[config.mk]
export PLATFORM = sky130hd
export DESIGN_NAME = alu_commit_arbiter
export DESIGN_NICKNAME = d
export VERILOG_FILES = /design/src/rtl/core_config_pkg.sv /design/src/rtl/rr_arbiter.sv /design/src/rtl/alu_commit_arbiter.sv
export SDC_FILE = /design/constraint.sdc
export NUM_CORES = 1
export LEC_CHECK = 0
export BUFFER_PORTS_ARGS = -buffer_cell sky130_fd_sc_hd__buf_2
export CORE_UTILIZATION = 47
export DETAILED_ROUTE_END_ITERATION = 8
export PLACE_DENSITY_LB_ADDON = 0.08
export SETUP_SLACK_MARGIN = 0.2
export SYNTH_ARGS = -nofsm -noshare
export SYNTH_HDL_FRONTEND = slang
export SYNTH_HIERARCHICAL = 1
export SYNTH_SLANG_ARGS = --single-unit
[constraint.sdc]
create_clock -name clk -period 5.4 [get_ports clk]
set_input_delay 0.54 -clock clk [delete_from_list [all_inputs] [get_ports clk]]
set_output_delay 0.54 -clock clk [all_outputs]
set_load 0.1 [all_outputs]
[src/rtl/core_config_pkg.sv]
// -----------------------------------------------------------------------------
// core_config_pkg
//   Core-wide configuration shared by the ALU result protocol blocks.
//   - XLEN        : datapath width
//   - REG_ADDR_W  : register-file index width
//   - N_ALU       : number of ALU result channels (default commit fan-in)
//   - commit_t    : one retiring result {rd, data, err}
//   - idx_width() : width of an index into n items (never below 1 bit)
// -----------------------------------------------------------------------------
package core_config_pkg;

    localparam int unsigned XLEN       = 32;
    localparam int unsigned REG_ADDR_W = 5;
    localparam int unsigned N_ALU      = 4;

    typedef struct packed {
        logic [REG_ADDR_W-1:0] rd;
        logic [XLEN-1:0]       data;
        logic                  err;
    } commit_t;

    function automatic int unsigned idx_width(input int unsigned n);
        return (n > 1) ? $clog2(n) : 1;
    endfunction

endpackage

[src/rtl/rr_arbiter.sv]
// -----------------------------------------------------------------------------
// rr_arbiter
//   Round-robin arbiter over N requesters. The search starts at rr_ptr and
//   wraps; after a grant the pointer moves to the slot just past the winner,
//   so the winner has lowest priority next time. No grant, no pointer move.
// Ports
//   clk      in   1       rising-edge clock
//   rst      in   1       synchronous active-high reset (rr_ptr -> 0)
//   req      in   N       request vector
//   advance  in   1       arbitration enabled this cycle; gates grants too
//   gnt      out  N       one-hot grant (all zero when no grant)
//   gnt_idx  out  IDX_W   index of the granted requester
//   any      out  1       a grant was made this cycle
// -----------------------------------------------------------------------------
module rr_arbiter #(
    parameter int unsigned N     = 4,
    parameter int unsigned IDX_W = core_config_pkg::idx_width(N)
) (
    input  logic             clk,
    input  logic             rst,
    input  logic [N-1:0]     req,
    input  logic             advance,
    output logic [N-1:0]     gnt,
    output logic [IDX_W-1:0] gnt_idx,
    output logic             any
);

    logic [IDX_W-1:0] rr_ptr;
    logic [IDX_W-1:0] ptr_next;
    logic [IDX_W-1:0] cand;

    // Walk the requesters in priority order rr_ptr, rr_ptr+1, ... (mod N);
    // the first one found wins.
    always_comb begin
        gnt     = '0;
        gnt_idx = '0;
        any     = 1'b0;
        cand    = '0;
        if (advance) begin
            for (int unsigned off = 0; off < N; off++) begin
                cand = IDX_W'((32'(rr_ptr) + off) % N);
                if (!any && req[cand]) begin
                    any          = 1'b1;
                    gnt[cand]    = 1'b1;
                    gnt_idx      = cand;
                end
            end
        end
        ptr_next = IDX_W'((32'(gnt_idx) + 1) % N);
    end

    always_ff @(posedge clk) begin
        if (rst) begin
            rr_ptr <= '0;
        end else if (any) begin
            rr_ptr <= ptr_next;
        end
    end

endmodule

[src/rtl/alu_commit_arbiter.sv]
// -----------------------------------------------------------------------------
// alu_commit_arbiter
//   Commit-side endpoint of the ALU result protocol. Each cycle one eligible
//   channel is granted round-robin; its result is registered onto the RF
//   write port (or into the exception register if errored), and the channel
//   gets a one-cycle ch_clear acknowledge in the following cycle.
// Ports
//   clk         in   1               rising-edge clock
//   rst         in   1               synchronous active-high reset
//   ch_valid    in   N_CH            channel holds a finished result
//   ch_res      in   N_CH*XLEN       per-channel result data
//   ch_rd       in   N_CH*REG_ADDR_W per-channel destination register
//   ch_error    in   N_CH            per-channel error flag
//   ch_req      in   N_CH            reserved, ignored
//   ch_clear    out  N_CH            one-cycle acknowledge pulse
//   wb_en       out  1               RF write enable (suppressed for x0)
//   wb_rd       out  REG_ADDR_W      RF write address
//   wb_data     out  XLEN            RF write data
//   exc_valid   out  1               captured error pending
//   exc_ch      out  clog2(N_CH)     channel that raised the error
//   exc_rd      out  REG_ADDR_W      destination of the errored op
//   exc_ack     in   1               consumer accepts the pending error
//   commit_cnt  out  32              results retired (written or excepted)
// -----------------------------------------------------------------------------
module alu_commit_arbiter #(
    parameter int unsigned N_CH       = core_config_pkg::N_ALU,
    parameter int unsigned XLEN       = core_config_pkg::XLEN,
    parameter int unsigned REG_ADDR_W = core_config_pkg::REG_ADDR_W
) (
    input  logic                       clk,
    input  logic                       rst,
    input  logic [N_CH-1:0]            ch_valid,
    input  logic [N_CH*XLEN-1:0]       ch_res,
    input  logic [N_CH*REG_ADDR_W-1:0] ch_rd,
    input  logic [N_CH-1:0]            ch_error,
    input  logic [N_CH-1:0]            ch_req,
    output logic [N_CH-1:0]            ch_clear,
    output logic                       wb_en,
    output logic [REG_ADDR_W-1:0]      wb_rd,
    output logic [XLEN-1:0]            wb_data,
    output logic                       exc_valid,
    output logic [$clog2(N_CH)-1:0]    exc_ch,
    output logic [REG_ADDR_W-1:0]      exc_rd,
    input  logic                       exc_ack,
    output logic [31:0]                commit_cnt
);

    import core_config_pkg::*;

    localparam int unsigned IDX_W = $clog2(N_CH);

    logic                  stall;
    logic [N_CH-1:0]       clear_q;
    logic [N_CH-1:0]       elig;
    logic [N_CH-1:0]       gnt;
    logic [IDX_W-1:0]      gnt_idx;
    logic                  any;
    logic [XLEN-1:0]       sel_res;
    logic [REG_ADDR_W-1:0] sel_rd;
    logic                  sel_err;
    logic                  unused_req;

    assign unused_req = ^ch_req;

    // An unacknowledged exception blocks all commits; ALUs simply keep
    // holding valid until it drains.
    assign stall = exc_valid & ~exc_ack;

    // A channel still shows valid in the cycle its clear pulse is out, so
    // it is masked for that one cycle to avoid committing it twice.
    assign elig = ch_valid & ~clear_q & {N_CH{~stall}};

    rr_arbiter #(
        .N     (N_CH),
        .IDX_W (IDX_W)
    ) u_rr_arbiter (
        .clk     (clk),
        .rst     (rst),
        .req     (elig),
        .advance (~stall),
        .gnt     (gnt),
        .gnt_idx (gnt_idx),
        .any     (any)
    );

    // One-hot grant drives an AND-OR select of the winner's payload.
    always_comb begin
        sel_res = '0;
        sel_rd  = '0;
        sel_err = 1'b0;
        for (int unsigned i = 0; i < N_CH; i++) begin
            if (gnt[i]) begin
                sel_res = ch_res[i*XLEN +: XLEN];
                sel_rd  = ch_rd[i*REG_ADDR_W +: REG_ADDR_W];
                sel_err = ch_error[i];
            end
        end
    end

    always_ff @(posedge clk) begin
        if (rst) begin
            clear_q    <= '0;
            wb_en      <= 1'b0;
            wb_rd      <= '0;
            wb_data    <= '0;
            exc_valid  <= 1'b0;
            exc_ch     <= '0;
            exc_rd     <= '0;
            commit_cnt <= '0;
        end else begin
            clear_q <= gnt;
            wb_en   <= any & ~sel_err & (sel_rd != '0);

            if (any && !sel_err) begin
                wb_rd   <= sel_rd;
                wb_data <= sel_res;
            end

            if (any) begin
                commit_cnt <= commit_cnt + 32'd1;
            end

            // A new errored grant takes priority over the ack of the old one.
            if (any && sel_err) begin
                exc_valid <= 1'b1;
                exc_ch    <= gnt_idx;
                exc_rd    <= sel_rd;
            end else if (exc_ack) begin
                exc_valid <= 1'b0;
            end
        end
    end

    assign ch_clear = clear_q;

endmodule

**Word level (Yosys, flattened, before mapping)**

Cells that the tools add are included.

- Add/subtract/negate cells: 5
- $lt $le $gt $ge: 8
- Muxes and demuxes: 51
- Bitwise logic cells: 12
- Reductions and logical operators: 15

Operators with widths:

| operator | number |
|---|---|
| two-way mux 32 bit | 4 |
| adder 32 x 1 -> 32 bit, second input constant | 1 |
| two-way mux 4 bit | 8 |
| two-way mux 1 bit | 22 |
| two-way mux 5 bit | 4 |
| < comparator 2 x 3 -> 1 bit, second input constant | 4 |
| OR 4 bit | 3 |
| two-way mux 2 bit | 5 |
| logical AND 1 bit | 9 |
| bitwise AND 4 bit | 2 |
| binary-select mux 1 bit (select 2 bit) | 4 |
| demux 1 bit (select 2 bit) | 4 |
| greater-or-equal comparator 2 x 1 -> 1 bit, second input constant | 4 |
| nonzero test 5 bit | 1 |
| adder 2 x 1 -> 2 bit, second input constant | 2 |
| adder 2 bit, second input constant | 2 |
| logical NOT 1 bit | 4 |
| NOT 4 bit | 1 |
| bitwise AND 1 bit | 3 |
| NOT 1 bit | 3 |
| nonzero test 2 bit | 1 |

- Bits in registers: 84
- Output and inout bits: 82
- Logic and storage cells: 100

**Depth between registers and ports, before layout**

Gate-level depths: netlist of the first run.

- Depth in word-level cells: 27
- Mapped depth: 17

**Hierarchy**

Netlist of the first run, hierarchy kept.

Modules (own cells, without submodules):

| module | times used | cells an instance | area an instance (µm²) |
|---|---|---|---|
| alu_commit_arbiter | 1 | 513 | 4289.1 |
| rr_arbiter | 1 | 82 | 747.0 |

**Least setup slack after synthesis of the first run**

Ideal clock, no wire load.

- Kind: register to register
- Start point: register exc_valid
- End point: register wb_data[28]
- Setup time: 132 ps
- Arrival: 3976 ps
- Required time: 5268 ps
- Path slack: 1293 ps
- Stages on the path, launching flop included: 17
- Buffers on the path: 4
- Clock period less this slack: 4107 ps
- Cell sequence: dfxtp_1 nor2b_1 nor3b_1 clkbuf_1 mux4_1 and2b_2 a22o_2 mux2i_1 a21boi_0 clkbuf_1 nor2_1 o211ai_1 a21bo_1 buf_2 buf_2 a221oi_1 nor3_1

- Elaborated cells on any way between the ends: 46
- Those cells by class: mux (32); bitwise (6); reduce/logical (8)

RTL lines:

| what | line | source |
|---|---|---|
| from (decl) | alu_commit_arbiter.sv:41 | `output logic exc_valid,` |
| from (signal assigned) | alu_commit_arbiter.sv:106 | `exc_valid <= 1'b0;` |
| from (signal assigned) | alu_commit_arbiter.sv:125 | `exc_valid <= 1'b1;` |
| from (signal assigned) | alu_commit_arbiter.sv:129 | `exc_valid <= 1'b0;` |
| bitwise AND 1 bit * | alu_commit_arbiter.sv:67 | `assign stall = exc_valid & ~exc_ack;` |
| NOT 1 bit * | - |  |
| bitwise AND 4 bit * | alu_commit_arbiter.sv:71 | `assign elig = ch_valid & ~clear_q & {N_CH{~stall}};` |
| net elig[1] | alu_commit_arbiter.sv:54 | `logic [N_CH-1:0] elig;` |
| binary-select mux 1 bit (select 2 bit) | rr_arbiter.sv:42 | `if (!any && req[cand]) begin` |
| two-way mux 1 bit (not written as such) | rr_arbiter.sv:42 |  |
| two-way mux 1 bit | rr_arbiter.sv:42 |  |
| two-way mux 1 bit | rr_arbiter.sv:39 | `if (advance) begin` |
| [... 8 more ...] | - |  |
| logical NOT 1 bit | rr_arbiter.sv:42 |  |
| logical AND 1 bit | rr_arbiter.sv:42 |  |
| two-way mux 4 bit * | rr_arbiter.sv:42 |  |
| two-way mux 4 bit * | rr_arbiter.sv:39 |  |
| net gnt[2] | alu_commit_arbiter.sv:55 | `logic [N_CH-1:0] gnt;` |
| two-way mux 1 bit (2 in a row) | alu_commit_arbiter.sv:92 | `if (gnt[i]) begin` |
| logical NOT 1 bit | alu_commit_arbiter.sv:114 | `if (any && !sel_err) begin` |
| logical AND 1 bit | alu_commit_arbiter.sv:114 |  |
| to (signal assigned) | alu_commit_arbiter.sv:116 | `wb_data <= sel_res;` |
| to (decl) | alu_commit_arbiter.sv:40 | `output logic [XLEN-1:0] wb_data,` |

Mark *: on every way through the listed nets, which the timed path passes. The rest lies on a longest branch. The select of a mux whose other input is x is not followed.
A chain may end at the register's enable or synchronous reset.

**Final worst setup path of the first run**

- Start point: register u_rr_arbiter.rr_ptr[0]
- End point: register wb_data[7]

- Word-level cells in the longest chain between the ends: 22
- Elaborated cells on any way between the ends: 66
- Those cells by class: add/sub (3); order compare (8); mux (40); bitwise (3); reduce/logical (12)

Ends and longest elaborated chain:

| what | line | source |
|---|---|---|
| from (decl) | rr_arbiter.sv:28 | `logic [IDX_W-1:0] rr_ptr;` |
| from (signal assigned) | rr_arbiter.sv:56 | `rr_ptr <= ptr_next;` |
| parallel branches: the longest is 14 deep, another holds < comparator 2 x 3 -> 1 bit | - |  |
| two-way mux 4 bit * | rr_arbiter.sv:42 |  |
| two-way mux 4 bit * | rr_arbiter.sv:39 |  |
| net gnt[0] | alu_commit_arbiter.sv:55 |  |
| two-way mux 1 bit (4 in a row) | alu_commit_arbiter.sv:92 |  |
| logical NOT 1 bit | alu_commit_arbiter.sv:114 |  |
| logical AND 1 bit | alu_commit_arbiter.sv:114 |  |

Mark *: on every way through the listed nets, which the timed path passes. The select of a mux whose other input is x is not followed.

==> results.tsv, run 1 <==
stage	metric	value	unit
critical_path	cp.arrival	4.96	ns
clock_network	htree_levels	3	
layout	syn_to_final_growth	27.7	%
layout	nets	974	
yosys	ys.warnings.count	6	
yosys	syn_nets	766	
die	core-area	0.0104	mm^2
global_routing	grt_pass1_vias	5159	
sta	period_share	87.1	%
yosys	synth-main-ff-cell	dfxtp_1	
sta	slew_viol_final	0	
sta	max_freq	213	MHz
yosys	synth_area_leaders	dfxtp_1, a221o_1, nor2_1	
sta	finalSetupViolCount	0	
pwr	p_clk_share	8.4	%
routing	route.vias.total	5286	
global_routing	grt_pass1_wl	24900	um
critical_path	cp_slowest_cell	dfxtp_1	
pwr	p_int	2270	uW
sta	fin_skew	0.0121	ns
pwr	pwr-share-seq	16.6	%
outcome	status	finished clean	
yosys	synth_edf_count	0	
sta	whs	0.460	ns
place	portBuffers	240	
die	io_pins	245	
yosys	synth_cell_types	65	
clock_network	ctsHoldBuffers	0	
routing	drc_errors	0	
global_routing	grt_overflow	0	
routing	wire_per_inst	16.4	um
min_path	hp-class	reg2reg	
pwr	p_leak	0.00305	uW
yosys	ys_seq_area_share	33.4	%
sta	hold_violations	0	
sta	relSlewSlack	27.4	%
place	gp_congestion	0.909	
layout	utilization	62.0	%
yosys	syn_avg_cell_area	8.46	um^2
place	dp_hpwl	11300	um
die	start_util	48.6	%
critical_path	cp_top_family	compound AO/OA/AOI/OAI gates	
clock_network	clk_pin_slew_worst_paths	0.08	ns
critical_path	cp_common_cell	nand2_1	
pwr	power.share.switching	56.8	%
global_routing	antenna_found_initial	3	
critical_path	worstSetupStartpointType	flip-flop	
critical_path	crit_path_end_kind	flip-flop	
job	drv_cap	0	
yosys	synth_top_area_cell	dfxtp_1	
layout	drive_gt1_share	37.9	%
critical_path	cp_max_fo	37	
clock_network	clkLatencyLatePin	0.36	ns
die	die_x	106	um
pwr	combPwrFrac	75.0	%
routing	wl	15500	um
critical_path	max_stage_delay	0.73	ns
critical_path	path_buf_inv	1	
yosys	netlist_area	0.00504	mm^2
routing	via_per_inst	5.59	
sta	rsz0062_at_grt	false	
pwr	pwr_density_cell	818	mW/mm^2
clock_network	root_buffer	clkbuf_8	
pwr	p_sw	2990	uW
critical_path	cp.required	5.66	ns
sta	period_minus_slack	4.70	ns
yosys	netlist_instances	595	
clock_network	numCtsBuffers	9	
global_routing	grt_max_degree	85	
clock_network	cts_tree	done	
die	fp.dieArea	0.0111	mm^2
routing	drt_iter0_markers	274	
die	placementRows	37	
critical_path	critPathKind	reg2reg	
clock_network	numClockSinks	84	
global_routing	grt_usage	28.1	%
layout	n_fill_cell	967	
critical_path	crit_chain	inv_1 > ha_1 > or3b_1 > a2111o_1 > nand3_1 > nand2_1 > a21boi_0 > nand2_1 > o211ai_1 > a21bo_2 > a221oi_1 > nor3_1	
routing	dr.pass1.iters	7	
die	die_h	106	um
yosys	synth_seq_cells	84	
clock_network	clock_path_buffers	2	
routing	detail-route-antenna-nets	0	
yosys	synth-async-reset-ratio	0	%
sta	worstMarginPinSlew	1.09	ns
pwr	ir_worst_vdd	0.536	mV
yosys	synth_top_area_share	33.4	%
sta	finalSetupTns	0	ns
-- flip-flops by register name, indices dropped and copies added, names as in the netlist --
signal	cells
ch_clear	4
commit_cnt	32
exc_ch	2
exc_valid	1
wb_rd	5
wb_en	1
wb_data	32
u_rr_arbiter/rr_ptr	2
exc_rd	5
-- worst min-delay path, cell delays in order (launching register included) --
cell	delay, ns
dfxtp_1	0.32
nand2_1	0.05
a21oi_1	0.05
-- kinds of logic after synthesis --
kind of cell | count (synthesis) | share of synthesized area [%]
AOI/OAI and AO/OA | 155 | 23.8
xor gates and xnor gates | 30 | 5.22
adders and majority gates | 8 | 1.99
buffers and inverters | 96 | 9.34
DFF | 84 | 33.4
muxes | 18 | 4.25
and+or+nand+nor | 204 | 22.1
-- cells in the mapped netlist (4+ instances only) --
| master | instances |
|---|---|
| a21boi_0 | 4 |
| a21oi_1 | 50 |
| a221o_1 | 33 |
| a221oi_1 | 32 |
| a22o_2 | 5 |
| a22oi_1 | 6 |
| buf_2 | 9 |
| buf_6 | 7 |
| clkbuf_1 | 33 |
| dfxtp_1 | 84 |
| ha_1 | 8 |
| inv_1 | 43 |
| mux2_2 | 4 |
| mux2i_1 | 12 |
| nand2_1 | 25 |
| nand3_1 | 8 |
| nand4_1 | 7 |
| nor2_1 | 79 |
| nor2b_1 | 5 |
| nor3_1 | 36 |
| nor3_2 | 7 |
| nor3b_1 | 6 |
| o211ai_1 | 4 |
| o22ai_1 | 4 |
| xnor2_1 | 19 |
| xor2_1 | 11 |
-- cells in the final DEF (no fill, tap or decap), types with 12 or more instances in the layout --
master	n
xnor2_1	19
nor3_1	36
a221o_1	33
buf_2	240
dfxtp_1	84
a221oi_1	32
inv_1	43
nor2_1	79
nand2_1	25
a21oi_1	50
mux2i_1	12
-- routing by layer --
layer	global-route usage [%]	wire, um
met1	33.4	6560
met2	48.5	7480
met4	8.33	279
met3	8.66	1180
met5	0	13
-- power groups by stage --
stage | logic (uW) | registers, uW | clock network, uW
final | 3940 | 874 | 444
after detailed placement | 3960 | 884 | 0
after global routing | 4300 | 894 | 487
after floorplan | 2240 | 1790 | 0
after global placement | 3870 | 880 | 0
after CTS | 3970 | 872 | 459
-- area by class of cell --
class / instances / area (um^2) / share of cell area [%]
Clock buffer: 10 / 128 / 1.98
Antenna cell: 2 / 5.00 / 0.0778
Sequential cell: 84 / 1680 / 26.1
Timing Repair Buffer: 250 / 1290 / 20.0
Tap cell: 136 / 170 / 2.65
Multi-Input combinational cell: 415 / 2930 / 45.6
Clock inverter: 6 / 65.1 / 1.01
Inverter: 43 / 161 / 2.51
-- metrics by stage --
| stage | setup WS (ns) | std cells | power (uW) | instance area, um^2 |
|---|---|---|---|---|
| after floorplan | 1.29 | 595 | 4020 | 5040 |
| after global placement | 0.523 | 928 | 4750 | 6230 |
| after detailed placement | 0.381 | 928 | 4840 | 6230 |
| after CTS | 0.394 | 944 | 5300 | 6430 |
| after global routing | 0.348 | 945 | 5680 | 6430 |
| final | 0.699 | 946 | 5260 | 6430 |
-- worst paths after layout --
check	from	endpoint	slack (ns)	cells after the start
worst max-delay path	u_rr_arbiter/rr_ptr[0]$_SDFFE_PP0P_	wb_data[7]$_SDFFE_PP0P_	0.70	12
worst min-delay path	wb_rd[2]$_SDFFE_PP0P_	wb_rd[2]$_SDFFE_PP0P_	0.46	2
worst max register to register	u_rr_arbiter/rr_ptr[0]$_SDFFE_PP0P_	wb_data[7]$_SDFFE_PP0P_	0.70	12
worst min register to register	wb_rd[2]$_SDFFE_PP0P_	wb_rd[2]$_SDFFE_PP0P_	0.46	2
-- what timing repair did --
| action | in CTS | in global routing |
|---|---|---|
| setup endpoints to repair | 0 | 36 |
| gates resized for setup | 0 | 1 |
| setup buffers | 0 | 0 |
Power figures use the tool's default switching activity.
==> run 2: changes to the inputs <==
Settings changed: SYNTH_HIERARCHICAL 1 to default.
==> run 2 against run 1 <==
Sequential cell count is the same. Critical path type unchanged. Cell count shrank 3.0%. Non-clock buffer count shrank 4. Sequential share of layout area grew 0.25 points. Clock skew grew 0.00090 ns. Via count grew 3.6%.
==> results.tsv, run 2 <==
stage	metric	value	unit	change
outcome	status	finished clean		unchanged
clock_network	clk_pin_slew_worst_paths	0.09	ns	was 0.08 ns
global_routing	grt_pass1_wl	24900	um	about the same
layout	syn_to_final_growth	28.1	%	was 27.7%
sta	rsz0062_at_grt	false		unchanged
clock_network	htree_levels	3		unchanged
die	io_pins	245		unchanged
layout	seq_area	0.00168	mm^2	unchanged
routing	detail-route-antenna-nets	0		unchanged
layout	mostFrequentLayoutCells	buf_2, dfxtp_1, a21oi_1		was buf_2, dfxtp_1, nor2_1
routing	wire_per_inst	17.4	um	was 16.4 um
global_routing	grt_max_degree	84		was 85
min_path	hp-start	exc_ch[1]$_SDFFE_PP0P_		was wb_rd[2]$_SDFFE_PP0P_
sta	period_share	84.9	%	was 87.1%
yosys	ys_seq_area_share	33.8	%	was 33.4%
yosys	synth-async-reset-ratio	0	%	unchanged
place	dp_hpwl	11400	um	was 11300 um
die	die_x	105	um	was 106 um
min_path	hp-class	reg2reg		unchanged
die	fp.dieArea	0.0110	mm^2	was 0.0111 mm^2
clock_network	clkLatencyLatePin	0.36	ns	about the same
critical_path	r2r_slack	0.82	ns	was 0.70 ns
yosys	synth-main-ff-cell	dfxtp_1		unchanged
routing	wl	15900	um	was 15500 um
sta	worstMarginPinSlew	1.24	ns	was 1.09 ns
routing	via_per_inst	5.97		was 5.59
min_path	hold_path_end	exc_ch[1]$_SDFFE_PP0P_		was wb_rd[2]$_SDFFE_PP0P_
die	start_util	48.4	%	was 48.6%
clock_network	cts_tree	done		unchanged
yosys	synth_top_area_share	33.8	%	was 33.4%
sta	hold_violations	0		unchanged
sta	finalSetupTns	0	ns	unchanged
global_routing	grt_overflow	0		unchanged
sta	relSlewSlack	17.2	%	was 27.4%
sta	max_freq	218	MHz	was 213 MHz
clock_network	root_buffer	clkbuf_8		unchanged
layout	n_fill_cell	953		was 967
layout	diodes	0		was 2
sta	slew_viol_final	0		unchanged
die	core-area	0.0103	mm^2	was 0.0104 mm^2
global_routing	grtUsageMet2	46.7	%	was 48.5%
layout	final_common_cell	buf_2		unchanged
place	portBuffers	240		unchanged
layout	top_regs	commit_cnt: 32 flops, wb_data: 32 flops		unchanged
global_routing	grtUsageMet3	6.05	%	was 8.66%
sta	finalSetupViolCount	0		unchanged
layout	nets	949		was 974
yosys	synth_cell_types	52		was 65
clock_network	numCtsBuffers	9		unchanged
global_routing	grt_pass1_vias	4996		was 5159
die	placementRows	37		unchanged
yosys	synth_area_leaders	dfxtp_1, a211oi_2, a221oi_1		was dfxtp_1, a221o_1, nor2_1
routing	drc_errors	0		unchanged
clock_network	cts_setup_buffers	0		unchanged
yosys	netlist_area	0.00497	mm^2	was 0.00504 mm^2
critical_path	cp.arrival	4.77	ns	was 4.96 ns
clock_network	numClockSinks	84		unchanged
yosys	ys.warnings.count	0		was 6
routing	route.vias.total	5476		was 5286
global_routing	grt_usage	27.9	%	was 28.1%
layout	multi_input_comb_area	0.00305	mm^2	was 0.00293 mm^2
yosys	synthTopCellsByCount	dfxtp_1, a21oi_1, o21ai_0, nor2_1, a221oi_1		was dfxtp_1, nor2_1, a21oi_1, inv_1, nor3_1
global_routing	antenna_found_initial	0		was 3
global_routing	grt.busiest_layer	met2		unchanged
yosys	synth.most_common_cell	dfxtp_1		unchanged
sta	period_minus_slack	4.58	ns	was 4.70 ns
sta	fin_skew	0.0130	ns	was 0.0121 ns
clock_network	ctsResizeCount	0		unchanged
critical_path	rr_worst_depth	10		was 12
clock_network	clock_path_buffers	2		unchanged
clock_network	ctsHoldBuffers	0		unchanged
place	gp_congestion	0.868		was 0.909
critical_path	r2r_start	u_rr_arbiter.rr_ptr[0]$_SDFFE_PP0P_		was u_rr_arbiter/rr_ptr[0]$_SDFFE_PP0P_
routing	dr.pass1.iters	6		was 7
critical_path	cp.required	5.59	ns	was 5.66 ns
routing	drt_iter0_markers	373		was 274
yosys	syn_nets	739		was 766
layout	drive_gt1_share	40.2	%	was 37.9%
yosys	synth_seq_cells	84		unchanged
job	drv_cap	0		unchanged
critical_path	crit_path_end_kind	flip-flop		unchanged
global_routing	grtUsageMet1	35.3	%	was 33.4%
die	die_h	105	um	was 106 um
yosys	syn_avg_cell_area	8.77	um^2	was 8.46 um^2
yosys	synth_top_area_cell	dfxtp_1		unchanged
critical_path	critPathKind	reg2reg		unchanged
critical_path	cp_max_fo	40		was 37
min_path	holdPathStages	2		unchanged
yosys	netlist_instances	567		was 595
yosys	synth_edf_count	0		unchanged
critical_path	worstSetupStartpointType	flip-flop		unchanged
critical_path	r2r_end	wb_data[28]$_SDFFE_PP0P_		was wb_data[7]$_SDFFE_PP0P_
## run 2: cell type report
type	count	area share, %
Timing Repair Buffer	246	19.6
Tap cell	136	2.67
Clock buffer	11	2.38
Inverter	8	0.471
Multi-Input combinational cell	428	47.8
Sequential cell	84	26.4
Clock inverter	5	0.668
## run 2: per-stage QoR
step | setup slack (ns) | util [%] | instance area [um^2] | std cells | hold WS, ns
6_report | 0.818 | 62.0 | 6370 | 918 | 0.465
5_1_grt | 0.538 | 62.0 | 6370 | 918 | 0.496
4_1_cts | 0.845 | 62.0 | 6370 | 918 | 0.467
3_5_place_dp | 0.892 | 60.1 | 6180 | 902 | 0.455
3_3_place_gp | 1.03 | 60.1 | 6180 | 902 | 0.454
2_1_floorplan | 1.90 | - | 4970 | 567 | 0.763
## run 2: worst max path at each step
stage                                        startpoint  slack (ns)                       end  depth (start not counted)
floorplan                        exc_valid$_SDFFE_PP0P_        1.90  wb_data[21]$_SDFFE_PP0P_                         11
detailed placement  u_rr_arbiter.rr_ptr[0]$_SDFFE_PP0P_        0.89     wb_rd[3]$_SDFFE_PP0P_                         10
global placement    u_rr_arbiter.rr_ptr[0]$_SDFFE_PP0P_        1.03   wb_data[2]$_SDFFE_PP0P_                         10
CTS                 u_rr_arbiter.rr_ptr[0]$_SDFFE_PP0P_        0.85  wb_data[28]$_SDFFE_PP0P_                         10
global route        u_rr_arbiter.rr_ptr[0]$_SDFFE_PP0P_        0.54     wb_rd[3]$_SDFFE_PP0P_                         10
finish              u_rr_arbiter.rr_ptr[0]$_SDFFE_PP0P_        0.82  wb_data[28]$_SDFFE_PP0P_                         10
## run 2: routing by layer
layer	routed length (um)	vias up
met3	1150	31
met1	6720	2607
met5	0	-
li1	-	2599
met4	365	0
met2	7700	239
## run 2: critical path: stages (launching register included)
cell and delay [ns]:
dfxtp_1 0.65, inv_2 0.21, ha_1 0.51, mux4_2 0.46, and3_1 0.23, o22ai_2 0.21, and2_2 0.65, a311oi_4 0.31
nor3_4 0.71, buf_4 0.37, a211oi_2 0.10
## run 2: cells by family (layout without fill, tap and decap cells)
| group | after synthesis | count (layout) | share of synthesized area (%) |
|---|---|---|---|
| buf+inv | 55 | 270 | 5.01 |
| mux | 5 | 5 | 1.79 |
| flops | 84 | 84 | 33.8 |
| compound gates | 233 | 233 | 36.1 |
| fa+ha+maj | 9 | 9 | 2.26 |
| simple gates | 153 | 153 | 16.1 |
| xor+xnor | 28 | 28 | 4.93 |
Power of run 2 is left out: the tool's default activity adds up to more than one toggle a clock period on the data nets, which glitch-free logic cannot reach.
==> run 3: changes to the inputs <==
Settings changed: ABC_AREA from default to 1, CORE_UTILIZATION 47 to 43.
Clock period 5.4 ns to 3.95 ns, I/O delays scaled along.
==> run 3 against run 2 <==
Synthesized cell count is 50% higher. Worst hold slack got worse by 0.082 ns. Die area increased by 17%. Count of clock-buffer cells in the layout is 1 lower. Fmax up 39%. Sequential share of layout area shrank 1.9 points.
==> results.tsv, run 3 <==
stage	metric	value	unit	change
outcome	status	finished clean		unchanged
job	drv_cap	0		unchanged
place	gp_congestion	0.894		was 0.868
place	portBuffers	240		unchanged
routing	dr.pass1.iters	5		was 6
clock_network	root_buffer	clkbuf_16		was clkbuf_8
global_routing	grt_max_degree	57		was 84
clock_network	htree_levels	3		unchanged
yosys	synth_area_leaders	dfxtp_1, nand2_1, nor2_1		was dfxtp_1, a211oi_2, a221oi_1
min_path	holdPathStages	5		was 2
yosys	synth_top_area_cell	dfxtp_1		unchanged
global_routing	grt_overflow	0		unchanged
global_routing	grt_pass1_vias	5605		was 4996
clock_network	ctsHoldBuffers	0		unchanged
sta	worstMarginPinSlew	0.626	ns	was 1.24 ns
layout	stdcell_count	1239		was 918
sta	finalSetupViolCount	0		unchanged
yosys	synth-async-reset-ratio	0	%	unchanged
routing	route.vias.total	6203		was 5476
die	io_pins	245		unchanged
yosys	ys.warnings.count	0		unchanged
clock_network	cts_setup_buffers	0		unchanged
yosys	synth_cell_types	37		was 52
min_path	hp-start	ch_res[100]		was exc_ch[1]$_SDFFE_PP0P_
clock_network	clkLatencyLatePin	0.34	ns	was 0.36 ns
layout	mostFrequentLayoutCells	buf_2, nand2_1, nor2_1		was buf_2, dfxtp_1, a21oi_1
min_path	hold_path_end	wb_data[4]$_SDFFE_PP0P_		was exc_ch[1]$_SDFFE_PP0P_
critical_path	rr_worst_depth	18		was 10
critical_path	r2r_end	wb_data[8]$_SDFFE_PP0P_		was wb_data[28]$_SDFFE_PP0P_
sta	max_freq	303	MHz	was 218 MHz
yosys	synthTopCellsByCount	nand2_1, nor2_1, o21ai_0, dfxtp_1, a21oi_1		was dfxtp_1, a21oi_1, o21ai_0, nor2_1, a221oi_1
layout	top_regs	commit_cnt: 32 flops, wb_data: 32 flops		unchanged
yosys	synth.most_common_cell	nand2_1		was dfxtp_1
place	dp_slack	0.396	ns	was 0.892 ns
die	die_h	113	um	was 105 um
yosys	netlist_area	0.00534	mm^2	was 0.00497 mm^2
sta	period_share	83.5	%	was 84.9%
routing	wire_per_inst	14.1	um	was 17.4 um
yosys	syn_nets	1022		was 739
critical_path	cp.arrival	3.53	ns	was 4.77 ns
routing	drc_errors	0		unchanged
sta	rsz0062_at_grt	false		unchanged
yosys	synth-main-ff-cell	dfxtp_1		unchanged
critical_path	r2r_slack	0.65	ns	was 0.82 ns
critical_path	crit_path_end_kind	flip-flop		unchanged
die	core-area	0.0121	mm^2	was 0.0103 mm^2
yosys	syn_avg_cell_area	6.28	um^2	was 8.77 um^2
sta	hold_violations	0		unchanged
clock_network	cts_tree	done		unchanged
sta	relSlewSlack	58.3	%	was 17.2%
clock_network	clk_pin_slew_worst_paths	0.07	ns	was 0.09 ns
critical_path	cp.required	4.18	ns	was 5.59 ns
yosys	ys_seq_area_share	31.5	%	was 33.8%
critical_path	cp_max_fo	34		was 40
routing	detail-route-antenna-nets	0		unchanged
critical_path	worstSetupStartpointType	flip-flop		unchanged
clock_network	clock_path_buffers	2		unchanged
clock_network	numCtsBuffers	9		unchanged
layout	nets	1237		was 949
layout	drive_gt1_share	27.1	%	was 40.2%
place	dp_hpwl	13000	um	was 11400 um
routing	wl	17500	um	was 15900 um
yosys	synth_edf_count	0		unchanged
layout	utilization	57.0	%	was 62.0%
layout	syn_to_final_growth	28.7	%	was 28.1%
global_routing	antenna_found_initial	1		was 0
yosys	synth_top_area_share	31.5	%	was 33.8%
routing	via_per_inst	5.01		was 5.97
sta	finalSetupTns	0	ns	unchanged
sta	slew_viol_final	0		unchanged
yosys	netlist_instances	850		was 567
critical_path	r2r_start	u_rr_arbiter.rr_ptr[1]$_SDFFE_PP0P_		was u_rr_arbiter.rr_ptr[0]$_SDFFE_PP0P_
layout	final_common_cell	buf_2		unchanged
sta	period_minus_slack	3.30	ns	was 4.58 ns
critical_path	critPathKind	reg2reg		unchanged
clock_network	numClockSinks	84		unchanged
yosys	synth_seq_cells	84		unchanged
die	start_util	44.3	%	was 48.4%
die	fp.dieArea	0.0129	mm^2	was 0.0110 mm^2
global_routing	grt_usage	27.0	%	was 27.9%
place	dp.cells	1221		was 902
die	die_x	113	um	was 105 um
die	placementRows	40		was 37
global_routing	grt_pass1_wl	27500	um	was 24900 um
sta	fin_skew	0.0132	ns	was 0.0130 ns
routing	drt_iter0_markers	352		was 373
sta	setup_ws	0.653	ns	was 0.818 ns
min_path	hp-class	in2reg		was reg2reg
## run 3: cell types whose count changed after synthesis, moves of 35 or more
cell / delta
a221oi_1: -36
nand3_1: +45
inv_1: +41
nor2_1: +88
nand2_1: +170
o21ai_0: +49
a2bb2oi_1: -35
## run 3: cell families after synthesis
kind of cell | after synthesis | synth area share, %
fa+ha+maj | 9 | 2.11
flops | 84 | 31.5
simple gates | 433 | 34.6
xor+xnor | 18 | 2.95
buf+inv | 99 | 9.05
compound gates | 207 | 19.8
## run 3: worst max-delay path, cell delays in order (launching register included)
cell     delay, ns
dfxtp_1       0.47
inv_1         0.22
ha_1          0.37
inv_1         0.15
nand3_1       0.11
nand2_2       0.10
nand2_2       0.07
nor2_4        0.16
nand3_1       0.09
nand2_1       0.30
inv_2         0.06
nand3_1       0.07
nand2_1       0.07
nand2_2       0.08
nand2_4       0.13
nor2_8        0.30
inv_4         0.21
nor2_1        0.16
nor2_1        0.06
## run 3: final cells by class
class	instances	area, um^2
fillers	1296	5190
multi-input cells	668	3190
flip-flops and latches	84	1680
repair buffers	250	1280
clock buffers	10	239
well taps	168	210
inverters	52	198
clock inverters	6	70.1
diodes	1	2.50
## run 3: repair_timing
action | 4_1_cts | 5_1_grt
hold endpoints to repair | 0 | 0
setup endpoints to repair | 0 | 34
gates resized for setup | 0 | 0
## run 3: per-layer routing
metal  GRT usage (%)  wire length [um]  up-vias
met5               0                 0        -
li1                -                 -     3222
met2            47.3              8560      201
met1            34.6              7750     2762
met4            7.02               215        0
met3            4.09               944       18
## run 3: how the worst max path moves through the flow
stage | startpoint | end | slack, ns | depth (start not counted)
after CTS | u_rr_arbiter.rr_ptr[1]$_SDFFE_PP0P_ | wb_data[8]$_SDFFE_PP0P_ | 0.41 | 18
after detailed placement | u_rr_arbiter.rr_ptr[1]$_SDFFE_PP0P_ | wb_data[8]$_SDFFE_PP0P_ | 0.40 | 18
after global placement | u_rr_arbiter.rr_ptr[1]$_SDFFE_PP0P_ | wb_data[30]$_SDFFE_PP0P_ | 0.47 | 18
after floorplan | exc_valid$_SDFFE_PP0P_ | wb_data[20]$_SDFFE_PP0P_ | 1.09 | 18
after global routing | u_rr_arbiter.rr_ptr[1]$_SDFFE_PP0P_ | wb_data[16]$_SDFFE_PP0P_ | 0.31 | 18
final | u_rr_arbiter.rr_ptr[1]$_SDFFE_PP0P_ | wb_data[8]$_SDFFE_PP0P_ | 0.65 | 18
## run 3: stage by stage
step / hold WS (ns) / area [um^2]
after floorplan: 0.630 / 5340
after global placement: 0.466 / 6550
after detailed placement: 0.475 / 6550
after CTS: 0.382 / 6860
after global routing: 0.421 / 6870
final: 0.384 / 6870
Power of run 3 is left out for the same reason.
